File: src/rtl/nn_result_axis_tx.sv
// AXI4-Stream transmitter for the final-layer result vector (plus optional class beat).
// Holds one frame in transmission and one pending vector; later vectors are dropped and counted.
module nn_result_axis_tx #(
    parameter int NN           = 10,
    parameter int dataWidth    = 16,
    parameter int APPEND_CLASS = 1
) (
    input  logic                      clk,
    input  logic                      rst,
    input  logic                      i_valid,
    input  logic [NN*dataWidth-1:0]   i_data,
    input  logic [31:0]               i_class,
    output logic [dataWidth-1:0]      m_axis_tdata,
    output logic                      m_axis_tvalid,
    input  logic                      m_axis_tready,
    output logic                      m_axis_tlast,
    output logic                      o_busy,
    output logic                      o_overflow,
    output logic [7:0]                o_drop_count
);
    localparam int L  = NN + ((APPEND_CLASS != 0) ? 1 : 0);
    localparam int CW = (L > 1) ? $clog2(L) : 1;
    localparam logic [CW-1:0] LAST_IDX = CW'(L - 1);
    localparam logic [CW-1:0] CLS_IDX  = CW'(NN);

    localparam logic [0:0] IDLE = 1'b0;
    localparam logic [0:0] SEND = 1'b1;

    logic [0:0]              state;
    logic [CW-1:0]           cnt;
    logic [NN*dataWidth-1:0] act_data, pend_data;
    logic [dataWidth-1:0]    act_cls, pend_cls, cls_in, beat;
    logic                    pend_full;
    logic                    xfer, last_xfer;

    // Class index is narrowed or zero-extended to one stream beat at capture time.
    generate
        if (dataWidth < 32) begin : g_cls_narrow
            logic unused_cls_hi;
            assign unused_cls_hi = ^i_class[31:dataWidth];
            assign cls_in = i_class[dataWidth-1:0];
        end else if (dataWidth == 32) begin : g_cls_eq
            assign cls_in = i_class;
        end else begin : g_cls_wide
            assign cls_in = {{(dataWidth-32){1'b0}}, i_class};
        end
    endgenerate

    assign m_axis_tvalid = (state == SEND);
    assign m_axis_tlast  = (state == SEND) && (cnt == LAST_IDX);
    assign xfer          = m_axis_tvalid && m_axis_tready;
    assign last_xfer     = xfer && (cnt == LAST_IDX);
    assign o_busy        = (state == SEND) || pend_full;

    always_comb begin
        beat = '0;
        for (int k = 0; k < NN; k++)
            if (cnt == CW'(k)) beat = act_data[k*dataWidth +: dataWidth];
        if (APPEND_CLASS != 0 && cnt == CLS_IDX) beat = act_cls;
    end

    // Output forced to zero outside a frame so idle/reset data is deterministic.
    assign m_axis_tdata = m_axis_tvalid ? beat : '0;

    always_ff @(posedge clk) begin
        if (rst) begin
            state        <= IDLE;
            cnt          <= '0;
            act_data     <= '0;
            act_cls      <= '0;
            pend_data    <= '0;
            pend_cls     <= '0;
            pend_full    <= 1'b0;
            o_overflow   <= 1'b0;
            o_drop_count <= 8'd0;
        end else if (state == IDLE) begin
            if (i_valid) begin
                act_data <= i_data;
                act_cls  <= cls_in;
                cnt      <= '0;
                state    <= SEND;
            end
        end else if (last_xfer) begin
            cnt <= '0;
            if (pend_full) begin
                act_data <= pend_data;
                act_cls  <= pend_cls;
                if (i_valid) begin
                    pend_data <= i_data;
                    pend_cls  <= cls_in;
                end else begin
                    pend_full <= 1'b0;
                end
            end else if (i_valid) begin
                act_data <= i_data;
                act_cls  <= cls_in;
            end else begin
                state <= IDLE;
            end
        end else begin
            if (xfer) cnt <= cnt + CW'(1);
            if (i_valid) begin
                if (!pend_full) begin
                    pend_data <= i_data;
                    pend_cls  <= cls_in;
                    pend_full <= 1'b1;
                end else begin
                    o_overflow <= 1'b1;
                    if (o_drop_count != 8'hFF) o_drop_count <= o_drop_count + 8'd1;
                end
            end
        end
    end
endmodule

File: config.mk
export PLATFORM = sky130hd
export DESIGN_NAME = nn_result_axis_tx
export DESIGN_NICKNAME = d
export VERILOG_FILES = /design/src/rtl/nn_result_axis_tx.sv
export SDC_FILE = /design/constraint.sdc
export NUM_CORES = 1
export LEC_CHECK = 0
export ABC_AREA = 1
export CAP_MARGIN = 15
export CORE_MARGIN = 2
export CORE_UTILIZATION = 30
export CTS_CLUSTER_DIAMETER = 60
export DETAILED_ROUTE_END_ITERATION = 6
export HOLD_SLACK_MARGIN = 0.02
export SKIP_LAST_GASP = 1
export SLEW_MARGIN = 15
export SYNTH_ARGS = -nofsm -noshare
export SYNTH_HDL_FRONTEND = slang
export SYNTH_SLANG_ARGS = --single-unit
File: constraint.sdc
create_clock -name clk -period 2.6 [get_ports clk]
set_input_delay 0.39 -clock clk [delete_from_list [all_inputs] [get_ports clk]]
set_output_delay 0.39 -clock clk [all_outputs]
set_load 0.005 [all_outputs]
==> impl_metrics.csv <==
group,metric,value,unit
outcome,status,"finished with violations",
outcome,failed_checks,"negative setup slack",
clock_tree,cts_root_buf,"clkbuf_16",
global_routing,grt_pass1_vias,15600,
sta,worst_pin_slew,0.847,ns
global_routing,overflow,0,
final_layout,nNetsFinal,2809,
sta,maxSlewViolCount,0,
synth,yosys.cell_types.count,27,
clock_tree,cts-hold-fix-buffers,0,
power,p_seq_share,43.0,%
routing,wl_per_cell,16.2,microns
synth,yosysWarnings,0,
setup_path,path_delay_family,"simple AND/OR/NAND/NOR gates",
floorplanning,io_pins,224,
routing,antenna_left,0,
power,peakVddDrop,0.000436,V
power,internal_power,10.6,mW
hold_path,worstHoldPathCells,2,
floorplanning,fp.coreArea,56500,sq um
final_layout,final_cell_mix,"685 x o21ai_0, 432 x inv_1, 401 x a21oi_1",
hold_path,hold_path.class,"flop to flop",
routing,route.detailed.drc,0,
setup_path,worstPathRequired,2.21,ns
global_routing,grt_usage,18.0,%
routing,firstDrtPassIters,5,
synth,syn_inst,2476,
setup_path,cp_max_fo,7,
hold_path,hold_path.startpoint,"pend_cls[14]$_SDFFE_PP0P_",
setup_path,cp-start-kind,"flop",
routing,via_count,16800,
setup_path,path_buf_inv,5,
synth,synth_seq_area_share,42.7,%
clock_tree,cts.reportedPaths.clkPinSlew,0.06,ns
sta,relSlewSlack,43.5,%
sta,finalCritPeriodShare,109,%
final_layout,regArea,7360,sq um
sta,period_minus_slack,2.83,ns
clock_tree,clockBufferDepth,3,
power,total_power,14.6,mW
sta,max_freq,353,MHz
setup_path,crit_chain,"inv_4 > ha_4 > nand2_8 > buf_12 > buf_16 > o21ai_2 > inv_1 > nand2_2 > nand3_2 > nand2_1 > nand2_1 > nand2_2 > nand2_2 > nand2_2 > a21oi_2 > buf_2",
clock_tree,cts_tree,"built",
setup_path,crit_path_frequent_cell,"nand2_2",
placement,placed_cell_area,20200,sq um
power,leakage,8.27,nW
sta,setup_violations,16,
placement,io_buffers,207,
setup_path,critPathKind,"flop to output pin",
placement,dpl.cell_count,3309,
setup_path,slowest_delay,0.37,ns
sta,holdWs,0.443,ns
placement,dp_hpwl,38500,microns
power,power.switching,3.97,mW
clock_tree,cts_buffers,40,
routing,drtIter0Drc,1369,
setup_path,r2r_start,"cnt[0]$_SDFFE_PP0P_",
synth,syn_area,17200,sq um
global_routing,grt_pass1_wl,86100,microns
final_layout,final_common_cell,"o21ai_0",
flow_run,maxCapViolations,0,
setup_path,setup.worst_path.start,"cnt[0]$_SDFFE_PP0P_",
setup_path,cp-end-kind,"output pin",
clock_tree,clock_sinks,367,
sta,finalClockSkew,0.0162,ns
power,swShare,27.3,%
synth,yosys_register_bits,367,
routing,vias_per_cell,4.95,
floorplanning,die_y,243,microns
sta,final.setup.worst_slack,-0.232,ns
synth,post_synth.cell_area_avg,6.95,sq um
setup_path,cp_slowest_cell,"dfxtp_4",
floorplanning,initial_utilization,30.4,%
final_layout,nFillCells,5741,
global_routing,grt_max_degree,179,
floorplanning,dieArea,59300,sq um
power,combPwrFrac,16.7,%
floorplanning,die_w,243,microns
synth,syn-num-nets,2677,
setup_path,reg2regPathDepth,16,
routing,wl,54800,microns
power,clockPowerShare,40.3,%
power,powerDensity,655,nW/um^2
clock_tree,clk_latency,0.55,ns
final_layout,multi_input_area,7730,sq um
placement,place.gp.congestion,0.928,
sta,rsz0062_at_grt,"true",
global_routing,antenna_found_initial,2,
final_layout,stdcell_count,3395,
sta,hold_viol_final,0,
final_layout,drive_above_1_share,12.3,%
floorplanning,num_rows,87,
setup_path,worst-path-stages,16,
final_layout,final_design_area_no_fill,22200,sq um
setup_path,crit_arrival,2.44,ns
clock_tree,h-tree-depth,2,
final_layout,area_growth,29.2,%
cells by family (layout without fill, tap and decap cells):
kind of cell               after synthesis  in the layout  share of synthesized area [%]
DFF                                    367            367                           42.7
other                                    0              1                              0
adders and majority gates                5              5                          0.364
buffers and inverters                  653            815                           15.4
AOI/OAI and AO/OA                     1220           1220                           35.6
and+or+nand+nor                        231            231                           5.91
stage by stage:
step | setup slack [ns] | setup TNS, ns | utilization [%]
global placement | -0.291 | -3.95 | 35.7
CTS | -0.279 | -3.66 | 39.2
detailed placement | -0.356 | -4.66 | 35.7
finish | -0.232 | -2.97 | 39.3
global route | -0.346 | -4.89 | 39.3
floorplan | 0.442 | 0 | -
synth_stat cells, drive strengths merged:
| cell type | count | area [sq um] |
|---|---|---|
| a21oi | 417 | 2090 |
| a31oi | 1 | 6.26 |
| buf | 60 | 423 |
| clkbuf | 142 | 533 |
| dfxtp | 367 | 7350 |
| ha | 5 | 62.6 |
| inv | 451 | 1690 |
| nand2 | 151 | 582 |
| nand3 | 47 | 248 |
| nand4 | 3 | 18.8 |
| nor2 | 20 | 111 |
| nor3 | 9 | 50.1 |
| o211ai | 8 | 60.1 |
| o21ai | 794 | 3970 |
| or2 | 1 | 6.26 |
flip-flops by register name (all words and copies together), names as in the netlist:
register / count
o_drop_count: 8
pend_full: 1
m_axis_tvalid: 1
act_data: 160
o_overflow: 1
pend_data: 160
act_cls: 16
pend_cls: 16
cnt: 4
final timing paths:
| kind | endpoint | slack (ns) |
|---|---|---|
| max | m_axis_tdata[0] | -0.23 |
| min | pend_cls[14]$_SDFFE_PP0P_ | 0.44 |
| max reg2reg | pend_data[60]$_SDFFE_PP0P_ | 0.24 |
| min reg2reg | pend_cls[14]$_SDFFE_PP0P_ | 0.44 |
worst min-delay path, stage by stage (launching register included):
cell and delay, ns:
dfxtp_1 0.29, inv_1 0.05, a21oi_1 0.05
power groups by stage:
stage / clock, mW / sequential (mW) / combinational, mW
2_1_floorplan: 0 / 6.32 / 1.33
3_3_place_gp: 0 / 6.37 / 2.19
3_5_place_dp: 0 / 6.38 / 2.23
4_1_cts: 6.00 / 6.26 / 2.40
5_1_grt: 6.21 / 6.30 / 2.71
6_report: 5.86 / 6.26 / 2.43
final cells by class:
| cell class | instances | area share (%) |
|---|---|---|
| antenna | 1 | 0.0113 |
| clock buffer | 59 | 5.46 |
| clock inverter | 13 | 0.675 |
| inverter | 451 | 7.80 |
| multi-input combinational | 1456 | 34.8 |
| sequential | 367 | 33.1 |
| tap | 756 | 4.26 |
| timing repair buffer | 291 | 13.9 |
| timing repair inverter | 1 | 0.0338 |
routing by layer:
metal	wire [microns]	global-route usage [%]
met5	13	0
met4	1340	5.07
met3	3240	3.25
met2	24400	28.5
met1	25800	25.1
repair_timing:
item,in CTS,in global routing
setup endpoints to repair,17,16
pin swaps,57,47
gates resized for setup,241,31
setup buffers,6,2
gates cloned,5,1
(Power assumes the default switching activity.)
